==> src/rtl/imem_boot_loader.sv <==
// -----------------------------------------------------------------------------
// imem_boot_loader
//
// Boot stage that sits in front of the pipelined CPU. After reset it zero-fills
// the whole instruction memory, then consumes a little-endian byte stream:
//     header word N, N instruction words, one data word.
// The instruction words go to instruction memory at word index 0..N-1, the data
// word goes to data memory byte address 0x00, and finally the CPU start line is
// raised and held until the next reset. A header of 0 or larger than the
// instruction memory parks the loader in an error state with no further writes.
//
// Ports
//   clk_i           clock
//   rst_i           asynchronous active-low reset
//   byte_i          stream byte
//   valid_i         byte_i valid
//   ready_o         loader accepts a byte this cycle (registered)
//   imem_we_o       instruction-memory write strobe
//   imem_addr_o     instruction word index
//   imem_data_o     instruction word
//   dmem_we_o       data-memory write strobe
//   dmem_addr_o     data-memory byte address (always 0x00)
//   dmem_data_o     data word
//   start_o         CPU start
//   busy_o          high while clearing or loading
//   err_o           bad header seen
//   words_loaded_o  instruction words written so far
// -----------------------------------------------------------------------------
module imem_boot_loader #(
    parameter int IMEM_DEPTH = 256,
    parameter int ADDR_W     = 8
) (
    input  logic              clk_i,
    input  logic              rst_i,
    input  logic [7:0]        byte_i,
    input  logic              valid_i,
    output logic              ready_o,
    output logic              imem_we_o,
    output logic [ADDR_W-1:0] imem_addr_o,
    output logic [31:0]       imem_data_o,
    output logic              dmem_we_o,
    output logic [31:0]       dmem_addr_o,
    output logic [31:0]       dmem_data_o,
    output logic              start_o,
    output logic              busy_o,
    output logic              err_o,
    output logic [ADDR_W:0]   words_loaded_o
);

    typedef enum logic [2:0] {
        S_CLEAR = 3'd0,
        S_HDR   = 3'd1,
        S_LOAD  = 3'd2,
        S_DATA  = 3'd3,
        S_RUN   = 3'd4,
        S_ERR   = 3'd5
    } state_t;

    localparam logic [ADDR_W:0] C_ONE     = {{ADDR_W{1'b0}}, 1'b1};
    localparam logic [ADDR_W:0] C_DEPTH   = IMEM_DEPTH[ADDR_W:0];
    localparam logic [31:0]     C_DEPTH32 = 32'(IMEM_DEPTH);

    // FSM state
    state_t             r_state;
    state_t             w_next_state;

    // Datapath registers
    logic [ADDR_W:0]    r_clr_cnt;
    logic [1:0]         r_byte_cnt;
    logic [23:0]        r_asm;
    logic [ADDR_W:0]    r_n;
    logic [ADDR_W:0]    r_idx;

    // Registered outputs
    logic               r_ready;
    logic               r_imem_we;
    logic [ADDR_W-1:0]  r_imem_addr;
    logic [31:0]        r_imem_data;
    logic               r_dmem_we;
    logic [31:0]        r_dmem_data;
    logic               r_start;
    logic               r_busy;
    logic               r_err;
    logic [ADDR_W:0]    r_words;

    // Next values for the registers above
    logic [ADDR_W:0]    w_clr_cnt;
    logic [ADDR_W:0]    w_n;
    logic [ADDR_W:0]    w_idx;
    logic               w_ready;
    logic               w_imem_we;
    logic [ADDR_W-1:0]  w_imem_addr;
    logic [31:0]        w_imem_data;
    logic               w_dmem_we;
    logic [31:0]        w_dmem_data;
    logic               w_start;
    logic               w_busy;
    logic               w_err;
    logic [ADDR_W:0]    w_words;

    // Stream decode
    logic               w_accept;
    logic               w_word_done;
    logic [31:0]        w_word;
    logic               w_hdr_bad;
    logic [ADDR_W:0]    w_idx_inc;

    // ready_o is registered, so acceptance only depends on flops and valid_i.
    assign w_accept    = valid_i & r_ready;
    assign w_word_done = w_accept & (r_byte_cnt == 2'd3);
    // The 4th byte is still on byte_i; the first three sit in r_asm.
    assign w_word      = {byte_i, r_asm};
    assign w_hdr_bad   = (w_word == 32'd0) || (w_word > C_DEPTH32);
    assign w_idx_inc   = r_idx + C_ONE;

    // State register
    always_ff @(posedge clk_i or negedge rst_i) begin
        if (!rst_i) begin
            r_state <= S_CLEAR;
        end else begin
            r_state <= w_next_state;
        end
    end

    // Next-state logic
    always_comb begin
        w_next_state = r_state;
        case (r_state)
            S_CLEAR: begin
                if (r_clr_cnt == C_DEPTH) begin
                    w_next_state = S_HDR;
                end else begin
                    w_next_state = S_CLEAR;
                end
            end
            S_HDR: begin
                if (w_word_done) begin
                    if (w_hdr_bad) begin
                        w_next_state = S_ERR;
                    end else begin
                        w_next_state = S_LOAD;
                    end
                end else begin
                    w_next_state = S_HDR;
                end
            end
            S_LOAD: begin
                if (w_word_done && (w_idx_inc == r_n)) begin
                    w_next_state = S_DATA;
                end else begin
                    w_next_state = S_LOAD;
                end
            end
            S_DATA: begin
                if (w_word_done) begin
                    w_next_state = S_RUN;
                end else begin
                    w_next_state = S_DATA;
                end
            end
            S_RUN:   w_next_state = S_RUN;
            S_ERR:   w_next_state = S_ERR;
            // An illegal encoding parks the loader where it cannot write memory.
            default: w_next_state = S_ERR;
        endcase
    end

    // Output / datapath next-value logic
    always_comb begin
        w_clr_cnt   = r_clr_cnt;
        w_n         = r_n;
        w_idx       = r_idx;
        w_words     = r_words;
        w_imem_we   = 1'b0;
        w_imem_addr = r_imem_addr;
        w_imem_data = r_imem_data;
        w_dmem_we   = 1'b0;
        w_dmem_data = r_dmem_data;
        case (r_state)
            S_CLEAR: begin
                if (r_clr_cnt < C_DEPTH) begin
                    w_imem_we   = 1'b1;
                    w_imem_addr = r_clr_cnt[ADDR_W-1:0];
                    w_imem_data = 32'd0;
                    w_clr_cnt   = r_clr_cnt + C_ONE;
                end else begin
                    w_clr_cnt   = r_clr_cnt;
                end
            end
            S_HDR: begin
                if (w_word_done && !w_hdr_bad) begin
                    // Header already range-checked, so it fits in ADDR_W+1 bits.
                    w_n   = w_word[ADDR_W:0];
                    w_idx = {(ADDR_W+1){1'b0}};
                end else begin
                    w_n   = r_n;
                end
            end
            S_LOAD: begin
                if (w_word_done) begin
                    w_imem_we   = 1'b1;
                    w_imem_addr = r_idx[ADDR_W-1:0];
                    w_imem_data = w_word;
                    w_idx       = w_idx_inc;
                    // Never exceeds N since LOAD is left once idx reaches N.
                    w_words     = w_idx_inc;
                end else begin
                    w_idx       = r_idx;
                end
            end
            S_DATA: begin
                if (w_word_done) begin
                    w_dmem_we   = 1'b1;
                    w_dmem_data = w_word;
                end else begin
                    w_dmem_data = r_dmem_data;
                end
            end
            default: begin
                w_imem_we = 1'b0;
                w_dmem_we = 1'b0;
            end
        endcase

        // Status flags follow the state being entered so they line up with it.
        w_ready = (w_next_state == S_HDR) || (w_next_state == S_LOAD) ||
                  (w_next_state == S_DATA);
        w_busy  = (w_next_state == S_CLEAR) || w_ready;
        w_err   = (w_next_state == S_ERR);
        // The first RUN cycle carries the dmem strobe; start follows one cycle later.
        w_start = (r_state == S_RUN) && (w_next_state == S_RUN);
    end

    // Byte counter and little-endian word assembly
    always_ff @(posedge clk_i or negedge rst_i) begin
        if (!rst_i) begin
            r_byte_cnt <= 2'd0;
            r_asm      <= 24'd0;
        end else if (w_accept) begin
            r_byte_cnt <= r_byte_cnt + 2'd1;
            case (r_byte_cnt)
                2'd0:    r_asm[7:0]   <= byte_i;
                2'd1:    r_asm[15:8]  <= byte_i;
                2'd2:    r_asm[23:16] <= byte_i;
                default: r_asm        <= r_asm;
            endcase
        end else begin
            r_byte_cnt <= r_byte_cnt;
            r_asm      <= r_asm;
        end
    end

    // Datapath and output registers
    always_ff @(posedge clk_i or negedge rst_i) begin
        if (!rst_i) begin
            r_clr_cnt   <= {(ADDR_W+1){1'b0}};
            r_n         <= {(ADDR_W+1){1'b0}};
            r_idx       <= {(ADDR_W+1){1'b0}};
            r_words     <= {(ADDR_W+1){1'b0}};
            r_ready     <= 1'b0;
            r_imem_we   <= 1'b0;
            r_imem_addr <= {ADDR_W{1'b0}};
            r_imem_data <= 32'd0;
            r_dmem_we   <= 1'b0;
            r_dmem_data <= 32'd0;
            r_start     <= 1'b0;
            r_busy      <= 1'b1;
            r_err       <= 1'b0;
        end else begin
            r_clr_cnt   <= w_clr_cnt;
            r_n         <= w_n;
            r_idx       <= w_idx;
            r_words     <= w_words;
            r_ready     <= w_ready;
            r_imem_we   <= w_imem_we;
            r_imem_addr <= w_imem_addr;
            r_imem_data <= w_imem_data;
            r_dmem_we   <= w_dmem_we;
            r_dmem_data <= w_dmem_data;
            r_start     <= w_start;
            r_busy      <= w_busy;
            r_err       <= w_err;
        end
    end

    assign ready_o        = r_ready;
    assign imem_we_o      = r_imem_we;
    assign imem_addr_o    = r_imem_addr;
    assign imem_data_o    = r_imem_data;
    assign dmem_we_o      = r_dmem_we;
    // The input word always lands at data address 0x00.
    assign dmem_addr_o    = 32'd0;
    assign dmem_data_o    = r_dmem_data;
    assign start_o        = r_start;
    assign busy_o         = r_busy;
    assign err_o          = r_err;
    assign words_loaded_o = r_words;

endmodule

==> config.mk <==
export PLATFORM = sky130hd
export DESIGN_NAME = imem_boot_loader
export DESIGN_NICKNAME = d
export VERILOG_FILES = /design/src/rtl/imem_boot_loader.sv
export SDC_FILE = /design/constraint.sdc
export NUM_CORES = 1
export LEC_CHECK = 0
export BUFFER_PORTS_ARGS = -buffer_cell sky130_fd_sc_hd__buf_2
export CORE_ASPECT_RATIO = 0.8
export CORE_UTILIZATION = 49
export DETAILED_ROUTE_END_ITERATION = 12
export PLACE_DENSITY = 0.81
export SETUP_SLACK_MARGIN = 0.2
export SLEW_MARGIN = 20
export SYNTH_ARGS = -nofsm -noshare
export SYNTH_HDL_FRONTEND = slang
export SYNTH_SLANG_ARGS = --single-unit
export TNS_END_PERCENT = 5
==> constraint.sdc <==
create_clock -name clk_i -period 1.9 [get_ports clk_i]
set_clock_uncertainty 0.05 [all_clocks]
set_input_delay 0.095 -clock clk_i [delete_from_list [all_inputs] [get_ports clk_i]]
set_output_delay 0.095 -clock clk_i [all_outputs]
set_load 0.02 [all_outputs]
==> results of run 1 <==
[metal layers]
layer  GRT usage [%]  vias to the layer above  wire length [um]
met4           8.151                        0               547
met1           34.20                     2480              7152
met2           37.22                      259              7952
met5               0                        -                 0
met3           7.645                       49              1301
li1                -                     2202                 -
[where the power goes]
group	switching (mW)	internal, mW	leakage (nW)
sequential	0.492	3.52	1.92
combinational	1.64	1.25	2.12
clock	1.40	1.71	0.260
[placed cells by master (no fill, tap or decap), types with 4 or more instances in the layout]
cell | Yosys | layout
a21oi_1 | 6 | 5
buf_12 | 0 | 5
o21ai_1 | 0 | 5
nand4_1 | 5 | 5
nor2_1 | 23 | 20
o21ai_0 | 26 | 20
buf_4 | 34 | 72
dfrtp_1 | 142 | 140
clkinvlp_4 | 0 | 4
conb_1 | 1 | 32
nand2_1 | 101 | 99
mux2_2 | 66 | 61
xnor2_1 | 18 | 17
nand3_2 | 0 | 4
xor2_1 | 7 | 7
nor4_4 | 0 | 4
ha_1 | 7 | 5
inv_6 | 0 | 8
mux2_4 | 0 | 5
clkbuf_16 | 0 | 17
buf_2 | 16 | 96
nand3_1 | 41 | 36
inv_1 | 5 | 5
mux2i_1 | 7 | 7
buf_6 | 0 | 7
[sequential cells by signal (all words and copies together), names as in the netlist]
register	flops
dmem_data_o	32
imem_data_o	32
r_asm	24
r_clr_cnt	9
r_idx	9
r_n	9
words_loaded_o	9
imem_addr_o	8
r_state	3
r_byte_cnt	2
busy_o	1
dmem_we_o	1
err_o	1
imem_we_o	1
ready_o	1
start_o	1
[repair_timing]
item,CTS,global route
gates resized for setup,25,26
hold buffers,2,0
endpoints found under the hold margin,55,0
gates cloned,1,0
buffers inserted,4,3
pin swaps,21,16
endpoints found under the setup margin,99,120
[layout make-up]
class                   count  area, um2
fillers                   866       4063
flip-flops and latches    143       3582
well taps                 171      214.0
repair buffers            182       1220
clock buffers              17      425.4
clock inverters            15      125.1
inverters                   6      22.52
multi-input cells         382       2735
[cell families (layout without fill, tap and decap cells)]
| kind of cell | count (synthesis) | in the layout |
|---|---|---|
| xor+xnor | 25 | 25 |
| fa+ha+maj | 7 | 7 |
| simple gates | 195 | 196 |
| buf+inv | 68 | 220 |
| compound gates | 49 | 49 |
| mux | 73 | 73 |
| other cells | 1 | 32 |
| flops | 143 | 143 |
[final timing paths]
check | slack, ps | from | endpoint
min in group asynchronous | 160 | rst_i | dmem_data_o[10]
min | 20 | byte_i[7] | imem_data_o[31]
max | -280 | r_asm[0] | r_idx[4]
min reg2reg | 420 | imem_data_o[4] | imem_data_o[4]
max in group asynchronous | 960 | rst_i | r_idx[2]
max reg2reg | -280 | r_asm[0] | r_idx[4]
[tightest hold or removal path: stages]
cell and delay (ps):
buf_2 90, buf_4 150, nand3_2 60, nand2_1 60
==> results.sh, run 1 <==
export IMPL_reg2regPathDepth=8
export IMPL_syn2layout_area_growth_pct=31.77
export IMPL_remaining_drc_errors=0
export IMPL_synth_compound_area_share_pct=5.308
export IMPL_antenna_found_initial=0
export IMPL_yosys_area_share_simple_pct=13.86
export IMPL_die_w_um=128.9
export IMPL_p_total_mw=10.01
export IMPL_synth_area_leader_cell="dfrtp_1"
export IMPL_violations="setup timing"
export IMPL_tritoncts="done"
export IMPL_cts_made_buffers=17
export IMPL_leakagePower_nw=4.300
export IMPL_outcome="complete, but fails checks"
export IMPL_cts_root_buf="clkbuf_16"
export IMPL_synthAdderAreaFrac_pct=1.386
export IMPL_n_antenna_cell=0
export IMPL_synth_area_um2=6317
export IMPL_viasPerCell=5.448
export IMPL_htree_levels=4
export IMPL_cp_buffers_inverters=2
export IMPL_cp_depth=8
export IMPL_ys_ff_latch=143
export IMPL_wl_per_cell_um=18.51
export IMPL_drtIter0Drc=407
export IMPL_min_period_ps=2177
export IMPL_first_global_vias=4782
export IMPL_cts_sinks=143
export IMPL_syn_inst=561
export IMPL_crit_slowest_cell="dfrtp_1"
export IMPL_holdWs_ps=21.20
export IMPL_drive_above_1_share_pct=43.22
export IMPL_max_freq_ghz=0.4593
export IMPL_fin_nets=750
export IMPL_setup_slack_ps=-277.2
export IMPL_avgSynthCellArea_um2=11.26
export IMPL_path_delay_family="simple AND/OR/NAND/NOR gates"
export IMPL_crit_fanout=4
export IMPL_synth_top_cell_area_share_pct=56.25
export IMPL_insertion_delay_ps=430
export IMPL_dieArea_um2=13350
export IMPL_ir_drop_mv=0.6696
export IMPL_rsz0062_at_grt="yes"
export IMPL_synth_xor_xnor_area_share_pct=3.466
export IMPL_final_cell_area_um2=8324
export IMPL_synth_distinct_cells=44
export IMPL_synth_ff_type="dfrtp_1"
export IMPL_gr_total_overflow=0
export IMPL_fin_cells=916
export IMPL_relSlewSlack_pct=61.96
export IMPL_fin_crit_sh_pct=114.6
export IMPL_path_clk_slew_ps=60
export IMPL_cp_cell_sequence="nor4_4 > nand3_4 > a2111oi_4 > buf_6 > nor2_2 > nor2_1 > buf_4 > a31oi_1"
export IMPL_totalWireLength_um=16950
export IMPL_arrival_ps=2430
export IMPL_groute_usage_overall_pct=24.78
export IMPL_fp_dieH_um=103.6
export IMPL_post_synth_top_count_cell="dfrtp_1"
export IMPL_placed_cell_area_um2=7452
export IMPL_max_cap_violations=0
export IMPL_pin_count=130
export IMPL_core_area_um2=12390
export IMPL_portBuffers=97
export IMPL_worst_ep_required_time_ps=2150
export IMPL_post_dp_hpwl_um=10760
export IMPL_hold_depth=4
export IMPL_pre_cts_ws_ps=-262.8
export IMPL_setup_violations=58
export IMPL_synthMuxAreaShare_pct=12.87
export IMPL_synthArstFlopShare_pct=100.0
export IMPL_finalSetupTns_ps=-5345
export IMPL_final_util_pct=67.20
export IMPL_cp_slowest_stage_delay_ps=430
export IMPL_grt_max_degree=58
export IMPL_cts_max_path_buffers=2
export IMPL_power_density_nw_per_um2=1203
export IMPL_rows=36
export IMPL_hold_viol=0
export IMPL_start_util_pct=51.00
export IMPL_gp_congestion=0.8241
export IMPL_synth_edff_count=0
export IMPL_worst_pin_slew_ps=570.7
export IMPL_grt_pass1_wl_um=25050
export IMPL_postRouteAntennaNets=0
export IMPL_synthTopCellsByCount="dfrtp_1, nand2_1, mux2_2"
export IMPL_ys_seq_area_share_pct=56.66
export IMPL_cp_end_kind="register"
export IMPL_vias=4990
export IMPL_place_inst=874
export IMPL_firstDrtPassIters=7
export IMPL_synth_top_family_by_area="simple AND/OR/NAND/NOR gates"
export IMPL_ys_top_cells_by_area="dfrtp_1, mux2_2, nand2_1"
export IMPL_startpoint_type="register"
export IMPL_worstSetupPathType="register to register"
export IMPL_hp_class="primary input to register"
export IMPL_slew_violations=0
export IMPL_ys_warn_count=0
Power figures use the tool's default switching activity.
==> run 2, diff against run 1 <==
==> constraint.sdc (replaced) <==
create_clock -name clk_i -period 1.9 [get_ports clk_i]
set_clock_uncertainty 0.05 [all_clocks]
set_input_delay 0.475 -clock clk_i [delete_from_list [all_inputs] [get_ports clk_i]]
set_output_delay 0.475 -clock clk_i [all_outputs]
set_load 0.02 [all_outputs]
==> results.sh, run 2 (synthesis gave the netlist of run 1 again) <==
export IMPL_outcome="complete, but fails checks"
export IMPL_violations="setup timing"
export IMPL_min_period_ps=2274
export IMPL_path_delay_family="simple AND/OR/NAND/NOR gates"
export IMPL_final_util_pct=70.14
export IMPL_cp_cell_sequence="nor4_4 > nand3_4 > a2111oi_4 > mux2i_1 > a31o_2 > and2_1"
export IMPL_worstSetupPathType="register to register"
export IMPL_power_density_nw_per_um2=1263
export IMPL_post_dp_hpwl_um=10980
export IMPL_fin_nets=749
export IMPL_postRouteAntennaNets=0
export IMPL_start_util_pct=51.00
export IMPL_cts_sinks=143
export IMPL_cp_slowest_stage_delay_ps=490
export IMPL_max_cap_violations=0
export IMPL_totalWireLength_um=19110
export IMPL_antenna_found_initial=0
export IMPL_die_w_um=128.9
export IMPL_leakagePower_nw=4.420
export IMPL_core_area_um2=12390
export IMPL_crit_fanout=4
export IMPL_ir_drop_mv=0.9590
export IMPL_path_clk_slew_ps=60
export IMPL_syn2layout_area_growth_pct=37.53
export IMPL_fp_dieH_um=103.6
export IMPL_cts_root_buf="clkbuf_16"
export IMPL_tritoncts="done"
export IMPL_hold_viol=0
export IMPL_first_global_vias=5064
export IMPL_firstDrtPassIters=5
export IMPL_htree_levels=4
export IMPL_worst_ep_required_time_ps=2180
export IMPL_drtIter0Drc=471
export IMPL_gp_congestion=0.8864
export IMPL_viasPerCell=5.661
export IMPL_insertion_delay_ps=430
export IMPL_n_antenna_cell=0
export IMPL_arrival_ps=2550
export IMPL_dieArea_um2=13350
export IMPL_rows=36
export IMPL_max_freq_ghz=0.4397
export IMPL_grt_max_degree=46
export IMPL_slew_violations=0
export IMPL_cp_end_kind="register"
export IMPL_grt_pass1_wl_um=28250
export IMPL_layout_commonest_cell="dfrtp_1"
export IMPL_place_inst=878
export IMPL_crit_slowest_cell="nor4_4"
export IMPL_pin_count=130
export IMPL_setup_slack_ps=-374.5
export IMPL_fin_crit_sh_pct=119.7
export IMPL_drive_above_1_share_pct=46.84
export IMPL_fin_cells=914
export IMPL_groute_usage_overall_pct=28.67
export IMPL_rsz0062_at_grt="yes"
export IMPL_cp_buffers_inverters=0
export IMPL_pre_cts_ws_ps=-563.3
export IMPL_layout_common_cells="dfrtp_1, buf_2, nand2_1, buf_4, mux2_2"
export IMPL_wl_per_cell_um=20.91
export IMPL_cts_max_path_buffers=2
export IMPL_hp_class="primary input to register"
export IMPL_gr_total_overflow=0
export IMPL_portBuffers=97
export IMPL_vias=5174
export IMPL_cts_made_buffers=17
export IMPL_setup_violations=57
export IMPL_remaining_drc_errors=0
export IMPL_startpoint_type="register"
-- run 2: metal layers --
| metal | up-vias | GRT usage (%) | part of all wire [%] |
|---|---|---|---|
| met4 | 0 | 16.81 | 5.0 |
| met5 | - | 0 | 0 |
| met1 | 2577 | 37.03 | 39 |
| met2 | 322 | 42.90 | 48 |
| met3 | 84 | 8.316 | 8.2 |
| li1 | 2191 | - | - |
-- run 2: per-stage QoR --
stage                     instance area [um2]  setup TNS, ps  total power, mW  hold WS [ps]
after floorplan                          6515          -2241            5.296         129.4
after global placement                   7467          -7997            6.375         329.4
after detailed placement                 7467          -9123            6.499         335.5
after CTS                                8502          -1887            10.63         377.1
after global routing                     8688          -9372            11.33         397.3
final                                    8688          -8018            10.97         400.2
-- run 2: power breakdown --
part           switching (mW)  internal, mW  leakage (nW)
registers               0.493          3.52          1.92
clock network            1.34          2.36         0.317
logic                    1.87          1.39          2.18
total                    3.70          7.27          4.42
-- run 2: worst min-delay path, stage by stage --
cell	delay [ps]
buf_2	100
buf_4	150
nand3_2	70
nand2_1	60
-- run 2: timing repair --
action | 4_1_cts | 5_1_grt
gates resized for setup | 88 | 38
hold endpoints to repair | 30 | 0
gates cloned | 1 | 0
pin swaps | 49 | 28
buffers inserted | 2 | 1
endpoints found under the setup margin | 100 | 119
hold buffers | 1 | 0
-- run 2: path summary, 6_finish.rpt --
| kind | start | to | slack, ps | depth (start not counted) |
|---|---|---|---|---|
| setup / recovery | r_asm[3] | err_o | -370 | 6 |
| hold / removal | byte_i[4] | imem_data_o[28] | 400 | 4 |
| setup reg to reg | r_asm[3] | err_o | -370 | 6 |
| hold reg to reg | imem_data_o[2] | imem_data_o[2] | 420 | 2 |
| max in group asynchronous | rst_i | dmem_data_o[6] | 770 | 3 |
| min in group asynchronous | rst_i | imem_data_o[18] | 460 | 2 |
-- run 2: final cells by class --
class	instances	area, um2
Clock buffer	18	439.2
Sequential cell	143	3581
Fill cell	780	3699
Timing Repair Buffer	181	1256
Tap cell	171	214.0
Clock inverter	13	211.5
Inverter	6	25.02
Multi-Input combinational cell	382	2962
